--- config.mk ---
export PLATFORM = sky130hd
export DESIGN_NAME = mux4_feeder_flat
export DESIGN_NICKNAME = d
export VERILOG_FILES = /design/src/rtl/mux4_feeder_pkg.sv /design/src/rtl/mux4_feeder_if.sv /design/src/rtl/mux4_feeder_sel_scanner.sv /design/src/rtl/mux4_feeder.sv /design/src/flat_wrapper.sv
export SDC_FILE = /design/constraint.sdc
export NUM_CORES = 1
export LEC_CHECK = 0
export BUFFER_PORTS_ARGS = -buffer_cell sky130_fd_sc_hd__buf_2
export CELL_PAD_IN_SITES_DETAIL_PLACEMENT = 1
export CELL_PAD_IN_SITES_GLOBAL_PLACEMENT = 2
export CORE_UTILIZATION = 24
export DETAILED_ROUTE_END_ITERATION = 8
export PLACE_DENSITY_LB_ADDON = 0.1
export SYNTH_ARGS = -nofsm -noshare
export SYNTH_HDL_FRONTEND = slang
export SYNTH_SLANG_ARGS = --single-unit
--- constraint.sdc ---
create_clock -name clk -period 4.1 [get_ports clk]
set_input_delay 0.41 -clock clk [delete_from_list [all_inputs] [get_ports clk]]
set_output_delay 0.41 -clock clk [all_outputs]
set_load 0.05 [all_outputs]
--- src/rtl/mux4_feeder_pkg.sv ---
// Shared definitions for the mux4_feeder command front end: opcodes,
// FSM state type and operand width.
package mux4_feeder_pkg;

  localparam int W = 6;

  localparam logic [1:0] OP_NOP   = 2'b00;
  localparam logic [1:0] OP_MODE  = 2'b01;
  localparam logic [1:0] OP_WRITE = 2'b10;
  localparam logic [1:0] OP_CLEAR = 2'b11;

  typedef enum logic {
    ST_IDLE,
    ST_WAIT_DATA
  } state_t;

endpackage

--- src/rtl/mux4_feeder_if.sv ---
// Command/data word stream into mux4_feeder. No backpressure: every word
// presented with din_valid high is consumed on that edge.
interface mux4_feeder_if;
  import mux4_feeder_pkg::*;

  logic [W-1:0] din;
  logic         din_valid;

  modport master (output din, output din_valid);
  modport slave  (input  din, input  din_valid);
endinterface

--- src/rtl/mux4_feeder_sel_scanner.sv ---
// Select generator: holds sel/scan_en, reloaded by a MODE strobe, and
// steps sel modulo 4 every SCAN_DIV cycles while scanning.
module sel_scanner #(
  parameter int SCAN_DIV = 4
) (
  input  logic       clk,
  input  logic       rst_n,
  input  logic       load,
  input  logic [1:0] load_sel,
  input  logic       load_scan,
  output logic [1:0] sel,
  output logic       scan_en
);

  localparam logic [5:0] DIV_LAST = 6'(SCAN_DIV - 1);

  logic [5:0] div;

  // Reload has priority over a coincident step; divider parks at 0 when idle
  always_ff @(posedge clk or negedge rst_n) begin
    if (!rst_n) begin
      sel     <= 2'd0;
      scan_en <= 1'b0;
      div     <= 6'd0;
    end else if (load) begin
      sel     <= load_sel;
      scan_en <= load_scan;
      div     <= 6'd0;
    end else if (scan_en) begin
      if (div == DIV_LAST) begin
        div <= 6'd0;
        sel <= sel + 2'd1;
      end else begin
        div <= div + 6'd1;
      end
    end else begin
      div <= 6'd0;
    end
  end

endmodule

--- src/rtl/mux4_feeder.sv ---
// Command front end for the 4-input selector: decodes a 6-bit word stream
// into four held operands, a select (fixed or auto-scanned) and status.
module mux4_feeder
  import mux4_feeder_pkg::*;
#(
  parameter int SCAN_DIV = 4,
  parameter int TIMEOUT  = 15
) (
  input  logic          clk,
  input  logic          rst_n,
  mux4_feeder_if.slave  cmd,
  output logic [W-1:0]  op0,
  output logic [W-1:0]  op1,
  output logic [W-1:0]  op2,
  output logic [W-1:0]  op3,
  output logic [1:0]    sel,
  output logic          scan_en,
  output logic          busy,
  output logic          err
);

  // Abort fires on the edge where the idle count would reach TIMEOUT
  localparam logic [5:0] TO_LAST = 6'(TIMEOUT - 1);

  state_t       state, state_nxt;
  logic [1:0]   addr;
  logic [5:0]   tcnt;
  logic [W-1:0] op_q [4];

  logic mode_ld, addr_ld, wr_ld, clr, err_set, err_clr, tcnt_clr, tcnt_inc;

  // State register
  always_ff @(posedge clk or negedge rst_n) begin
    if (!rst_n) state <= ST_IDLE;
    else        state <= state_nxt;
  end

  // Command decode and next state; data in WAIT_DATA beats the timeout
  always_comb begin
    state_nxt = state;
    mode_ld   = 1'b0;
    addr_ld   = 1'b0;
    wr_ld     = 1'b0;
    clr       = 1'b0;
    err_set   = 1'b0;
    err_clr   = 1'b0;
    tcnt_clr  = 1'b0;
    tcnt_inc  = 1'b0;
    case (state)
      ST_IDLE: begin
        if (cmd.din_valid) begin
          err_clr = 1'b1;
          case (cmd.din[5:4])
            OP_MODE:  mode_ld = 1'b1;
            OP_WRITE: begin
              addr_ld   = 1'b1;
              tcnt_clr  = 1'b1;
              state_nxt = ST_WAIT_DATA;
            end
            OP_CLEAR: clr = 1'b1;
            default:  ;
          endcase
        end
      end
      ST_WAIT_DATA: begin
        if (cmd.din_valid) begin
          wr_ld     = 1'b1;
          state_nxt = ST_IDLE;
        end else if (tcnt == TO_LAST) begin
          err_set   = 1'b1;
          state_nxt = ST_IDLE;
        end else begin
          tcnt_inc  = 1'b1;
        end
      end
      default: state_nxt = ST_IDLE;
    endcase
  end

  // Operand registers: CLEAR zeroes all, a data word lands at the latched addr
  always_ff @(posedge clk or negedge rst_n) begin
    if (!rst_n) begin
      for (int i = 0; i < 4; i++) op_q[i] <= '0;
    end else if (clr) begin
      for (int i = 0; i < 4; i++) op_q[i] <= '0;
    end else if (wr_ld) begin
      op_q[addr] <= cmd.din;
    end
  end

  // Write address latched with the WRITE command
  always_ff @(posedge clk or negedge rst_n) begin
    if (!rst_n)       addr <= 2'd0;
    else if (addr_ld) addr <= cmd.din[1:0];
  end

  // Idle-cycle counter for the data-word timeout
  always_ff @(posedge clk or negedge rst_n) begin
    if (!rst_n)        tcnt <= 6'd0;
    else if (tcnt_clr) tcnt <= 6'd0;
    else if (tcnt_inc) tcnt <= tcnt + 6'd1;
  end

  // Sticky timeout flag, cleared by any accepted command
  always_ff @(posedge clk or negedge rst_n) begin
    if (!rst_n)       err <= 1'b0;
    else if (err_set) err <= 1'b1;
    else if (err_clr) err <= 1'b0;
  end

  sel_scanner #(.SCAN_DIV(SCAN_DIV)) u_scan (
    .clk       (clk),
    .rst_n     (rst_n),
    .load      (mode_ld),
    .load_sel  (cmd.din[1:0]),
    .load_scan (cmd.din[2]),
    .sel       (sel),
    .scan_en   (scan_en)
  );

  assign busy = (state == ST_WAIT_DATA);
  assign op0  = op_q[0];
  assign op1  = op_q[1];
  assign op2  = op_q[2];
  assign op3  = op_q[3];

endmodule
--- src/flat_wrapper.sv ---
// flat-port wrapper written by rule: the top's interface ports become plain ports
module mux4_feeder_flat import mux4_feeder_pkg::*;
#(
  parameter int SCAN_DIV = 4,
  parameter int TIMEOUT  = 15
)
  (clk, rst_n, op0, op1, op2, op3, sel, scan_en, busy, err, cmd_din, cmd_din_valid);
  mux4_feeder_if cmd_i ();
  input  logic clk;
  input  logic rst_n;
  output logic [W-1:0] op0;
  output logic [W-1:0] op1;
  output logic [W-1:0] op2;
  output logic [W-1:0] op3;
  output logic [1:0] sel;
  output logic scan_en;
  output logic busy;
  output logic err;
  input wire logic [$bits(cmd_i.din)-1:0] cmd_din;
  input wire logic [$bits(cmd_i.din_valid)-1:0] cmd_din_valid;
  assign cmd_i.din = cmd_din;
  assign cmd_i.din_valid = cmd_din_valid;
  mux4_feeder #(.SCAN_DIV(SCAN_DIV), .TIMEOUT(TIMEOUT)) u_core (.clk(clk), .rst_n(rst_n), .cmd(cmd_i), .op0(op0), .op1(op1), .op2(op2), .op3(op3), .sel(sel), .scan_en(scan_en), .busy(busy), .err(err));
endmodule
# After elaboration in Yosys (flattened, before gate mapping)
# Cells that the tools add are included.
dict set report word_totals {
  input_bits 9
  register_bits 43
  out_inout_bits 29
}
dict set report op_classes {
  reduce_logical 7
  n_eq_ne 5
  n_bitwise 2
  order_cmp 2
  n_addsub 3
  muxes 34
}
# cell n
set op_table {}
lappend op_table {{24-bit 2-to-1 mux} 2}
lappend op_table {{6-bit 2-to-1 mux} 6}
lappend op_table {{24-bit bitwise mux} 1}
lappend op_table {{1-bit 2-to-1 mux} 20}
lappend op_table {{6-bit by 1-bit adder with 6-bit output, second input constant} 2}
lappend op_table {{6-bit demux with 2-bit select} 1}
lappend op_table {{2-bit nonzero test} 5}
lappend op_table {{6-bit by 2-bit equality test with 1-bit output, second input constant} 1}
lappend op_table {{6-bit by 4-bit equality test with 1-bit output, second input constant} 1}
lappend op_table {{2-bit 2-to-1 mux} 3}
lappend op_table {{2-bit equality test, second input constant} 2}
lappend op_table {{3-bit >= comparator, second input constant} 1}
lappend op_table {{3-bit by 1-bit less-than comparator with 1-bit output, second input constant} 1}
lappend op_table {{2-bit inverter with 3-bit output} 1}
lappend op_table {{2-bit by 1-bit adder with 2-bit output, second input constant} 1}
lappend op_table {{2-bit by 1-bit equality test with 1-bit output, second input constant} 1}
lappend op_table {{1-bit one-hot mux with 2 select lines} 1}
lappend op_table {{2-bit AND reduction} 1}
lappend op_table {{1-bit logical AND} 1}
lappend op_table {{1-bit inverter} 1}

# Logic depth before layout (Yosys ltp)
dict set report depth {
  depth_word 8
  mapped_depth 6
  mapped_depth_nobuf 6
}

# By module
# From an unflattened synthesis, not the netlist that was laid out.
dict set report unflattened {
  cells_unflattened 170
  hier_area_um2 1981.9
}
# module n_inst area_per_inst_um2 cells_each seq_area_each_um2
set by_module_without_submodules {}
lappend by_module_without_submodules {mux4_feeder 1 1569.0 129 850.8}
lappend by_module_without_submodules {sel_scanner 1 412.9 41 225.2}

# Worst setup path before layout
# No wires, ideal clock.
dict set report synth_timing {
  path_type {register to register}
  startpoint {register u_core.state (netlist: u_core.busy)}
  endpoint {register u_core.op_q (netlist bit u_core.op0[0])}
  path_buffers 1
  setup_time_ns 0.119
  t_required_ns 3.981
  setup_slack_ns 2.535
  arrival_ns 1.445
  path_stages_with_launch 6
  path_cell_list {dfrtp_1 -> buf_6 -> nand2_4 -> nor3_4 -> mux2i_1 -> nor2_2}
}
dict set report synth_via {
  elab_chain_cells 2
}
# element line_no
set synth_rtl {}
lappend synth_rtl {{from (decl)} mux4_feeder.sv:25} ;# state_t state, state_nxt;
lappend synth_rtl {{from (signal assigned)} mux4_feeder.sv:35} ;# else state <= state_nxt;
lappend synth_rtl {{1-bit 2-to-1 mux} mux4_feeder.sv:49} ;# case (state)
lappend synth_rtl {{24-bit 2-to-1 mux or 2-bit nonzero test (tied branches)} -}
lappend synth_rtl {{to (signal, indexed assignment)} mux4_feeder.sv:87} ;# op_q[addr] <= cmd.din;
lappend synth_rtl {{to (decl)} mux4_feeder.sv:28} ;# logic [W-1:0] op_q [4];
# Several ways; a longest one is shown, not always the timed one.
# A chain may end at the register's enable or synchronous reset.

# Worst setup path after layout
dict set report layout_timing {
  startpoint {register u_core.state (netlist: u_core.busy)}
  endpoint {register u_core.op_q (netlist bit u_core.op1[4])}
}
# The elaborated chain is that of the path after synthesis.

==> results.txt <==
----------------------------------------------------
[Global routing]
  Aggregate global-route resource usage ... 12.2%
  Grt total ovfl ... 0
  First-pass GRT wire length ... 8.04 mm
  Via count of the first global-routing pass ... 1,556
  Initial antenna violation count ... 0
  Pin count of the biggest net entering global routing ... 44

[Setup path]
  Category of the most critical setup path ... register to register
  CP startpoint ... u_core.busy
  Maximum net fanout on the critical path ... 16
  Count of buffer and inverter cells on the critical path ... 1
  Worst setup SP type ... register
  Endpoint required time on the critical path ... 4.29 ns
  Critical Path Max Stage Delay ... 0.54 ns
  Critical path, cell by cell ... nor2b_4, and3_1, buf_4, nand3b_1, o21ai_1
  End of the worst register-to-register path ... u_core.op1[4]
  Critical path depth in cells ... 5
  Cell depth of the worst flop-to-flop path ... 5
  Endpoint of the worst setup timing path ... u_core.op1[4]
  Worst reg2reg startpoint ... u_core.busy
  Crit-path slowest cell ... dfrtp_1
  Critical path arrival ... 2.11 ns
  Family of cells with the greatest summed delay on the critical path ... simple AND/OR/NAND/NOR gates
  Endpoint kind of the worst setup timing path ... register
  Reg-to-reg slack, setup ... 2.18 ns

[Finish]
  Area of all placed cells without fillers ... 2400 µm²
  Net count, final ... 231
  # diodes ... 0
  Fraction of final layout cells sized beyond drive strength 1 ... 35.0%
  Synthesis-to-finish area growth ... 17.6%

[Synthesis]
  Most frequent cells after synthesis ... dfrtp_1 (43), mux2i_1 (21), nor2_1 (19), nor2_2 (19), nand2_1 (14)
  Number of distinct standard cells referenced by the synthesized netlist ... 35
  Yosys synthesis warning count ... 0
  Most frequently used cell type in the post-synthesis netlist ... dfrtp_1
  EDFF count, synth ... 0
  Simple-gate area share of the yosys netlist ... 24.3%
  Average size of a mapped cell ... 11.4 µm²
  Cell area after synthesis ... 2040 µm²
  Area share of fa/ha/maj cells after synthesis ... 1.84%
  Dominant combinational cell family by area after synthesis ... simple AND/OR/NAND/NOR gates
  Share of synthesized area spent on multiplexers ... 10.3%
  Post-synthesis cell type with the largest combined area ... dfrtp_1
  Synth Area in Compound Gates ... 3.81%
  Predominant post-synthesis flop cell ... dfrtp_1
  Fraction of synthesized cell area in xor and xnor cells ... 3.01%
  Share of the yosys chip area belonging to registers ... 52.8%
  Synth top area share ... 52.8%
  Synthesized netlist net count ... 191
  Total of flip-flops plus latches after synthesis ... 43
  Gate count after technology mapping ... 179
  Proportion of synthesized flip-flops having asynchronous set or reset ... 100%
  Top post-synthesis cells by area ... dfrtp_1 (53%), mux2i_1 (10%), nor2_2 (5.8%)

[Hold path]
  Worst min-delay path category ... input pin to asynchronous set/reset pin

[Drt]
  Sum of routed wire segments on met1 ... 2.12 mm
  Post-detailed-route count of antenna-violating nets ... 0
  Number of DRC violations after detailed-routing iteration 0 ... 19
  Total met3 wirelength after detailed routing ... 155 µm
  Wire per inst ... 14.6 µm
  Detailed-routing iteration count for the pre-antenna-repair pass ... 2
  Detail-routed via count per cell ... 4.43
  Highest metal layer with signal wires ... met4
  Number of remaining DRC errors ... 0
  Overall via count from detail_route ... 1,439
  Total Routed Length ... 4.74 mm
  Met2 Wirelength ... 2.39 mm

[Clock network]
  TritonCTS clock tree ... done
  Number of CTS-inserted buffers ... 5
  Clock root buffer ... clkbuf_8
  Clock latency of the later-clocked register in the worst-skew pair ... 0.30 ns
  # Post-CTS Setup Buffers ... 0
  Register clock-pin slew on the reported worst setup and hold paths ... 0.09 ns
  Sinks on the clock net ... 43
  Maximum root-to-sink buffer count ... 2
  Number of H-tree levels ... 2
  Total of cells resized after clock tree synthesis ... 0
  # hold bufs at CTS ... 0

[Die]
  Die outline area ... 8860 µm²
  Horizontal extent of the die ... 94.1 µm
  IO Count ... 38
  Starting density of the core ... 24.8%
  Core area ... 8220 µm²
  DIE HEIGHT ... 94.1 µm
  FP Rows ... 33

[STA]
  Number of pins with negative max-slew slack in the final report ... 0
  Fin Setup TNS ... 0 ns
  Period minus WS final ... 1.92 ns
  Setup repair after global routing missed its margin ... false
  Least-Margin Pin Slew ... 0.990 ns
  Final period utilization ... 46.8%
  Post-route clock skew ... 0.00715 ns
  Fin. Hold Viols ... 0
  Highest clock rate ... 0.521 GHz
  Setup-failing EPs final ... 0
  Tightest slew margin relative to the limit ... 34.0%

[Place]
  Placed Instance Area ... 2290 µm²
  Buffers added on ports ... 37
  RePlAce Congestion ... 0.708
  Hpwl dp ... 3.54 mm

[Status]
  Outcome ... completed

[Power]
  VDD IR-drop max ... 201 µV
  Total leakage power ... 1.29 nW
  Power density over the cells ... 486 nW/µm²

[Flow run]
  Max cap viols ... 0

----------------------------------------------------
-- power by group --
part	switching (W)	leakage [nW]	internal [W]
combinational	0.000241	0.660	0.0000849
sequential	0.0000530	0.578	0.000483
clock	0.000149	0.0505	0.000153
-- cells in the final DEF (no fill, tap or decap), types with 2 or more instances in the layout --
cell type,n
buf_2,37
nand4_1,3
nand2_1,14
xnor2_1,2
a21oi_1,8
nor2_2,19
xor2_1,5
mux2i_1,21
and3_1,4
nand3_1,5
clkbuf_8,7
and2_1,2
ha_1,3
nand4b_2,2
inv_1,3
a31oi_1,2
nor2_1,19
dfrtp_1,43
o21ai_0,4
-- layout make-up --
cell class	count	area [µm²]
fillers	929	5820
flip-flops and latches	43	1080
multi-input cells	128	881
repair buffers	38	193
well taps	105	131
clock buffers	7	96.3
inverters	3	11.3
clock inverters	1	7.51
-- registers in the layout (all words and copies together) (netlist names) --
signal,count
u_core.op3,6
u_core.u_scan.scan_en,1
u_core.err,1
u_core.busy,1
u_core.tcnt,6
u_core.u_scan.sel,2
u_core.op2,6
u_core.op0,6
u_core.op1,6
u_core.addr,2
u_core.u_scan.div,6
-- metrics by stage --
stage	setup slack [ns]	util, %	std cells	hold WS [ns]	total power, W
finish	2.18	29.2	325	0.267	0.00116
floorplan	2.54	-	179	0.114	0.000786
detailed placement	2.05	27.9	317	0.485	0.000877
global placement	2.12	27.9	317	0.449	0.000867
global route	2.02	29.2	325	0.361	0.00123
CTS	2.15	29.2	325	0.311	0.00118
-- routing by layer --
layer | vias up | GRT usage, %
met5 | - | 0
met4 | 0 | 4.23
met3 | 7 | 3.24
met2 | 24 | 19.9
met1 | 728 | 15.4
li1 | 680 | -
-- cell families (layout without fill, tap and decap cells) --
kind of cell    Yosys count  after routing
simple gates             82             82
compound gates           15             15
flops                    43             43
fa+ha+maj                 3              3
buf+inv                   8             49
mux                      21             21
xor+xnor                  7              7
-- worst min-delay path by stage --
stage                     cells past startpoint                   end
after floorplan                               0        u_core.addr[0]
final                                         1        u_core.tcnt[2]
after CTS                                     1         u_core.op1[1]
after global placement                        1  u_core.u_scan.div[0]
after detailed placement                      1  u_core.u_scan.div[0]
after global routing                          1         u_core.op0[4]
-- worst register-to-register path, cell delays in order (launching register included) --
cell	delay, ns
dfrtp_1	0.54
nor2b_4	0.21
and3_1	0.49
buf_4	0.36
nand3b_1	0.15
o21ai_1	0.07
Note: power is estimated with default switching activity, not from simulation.
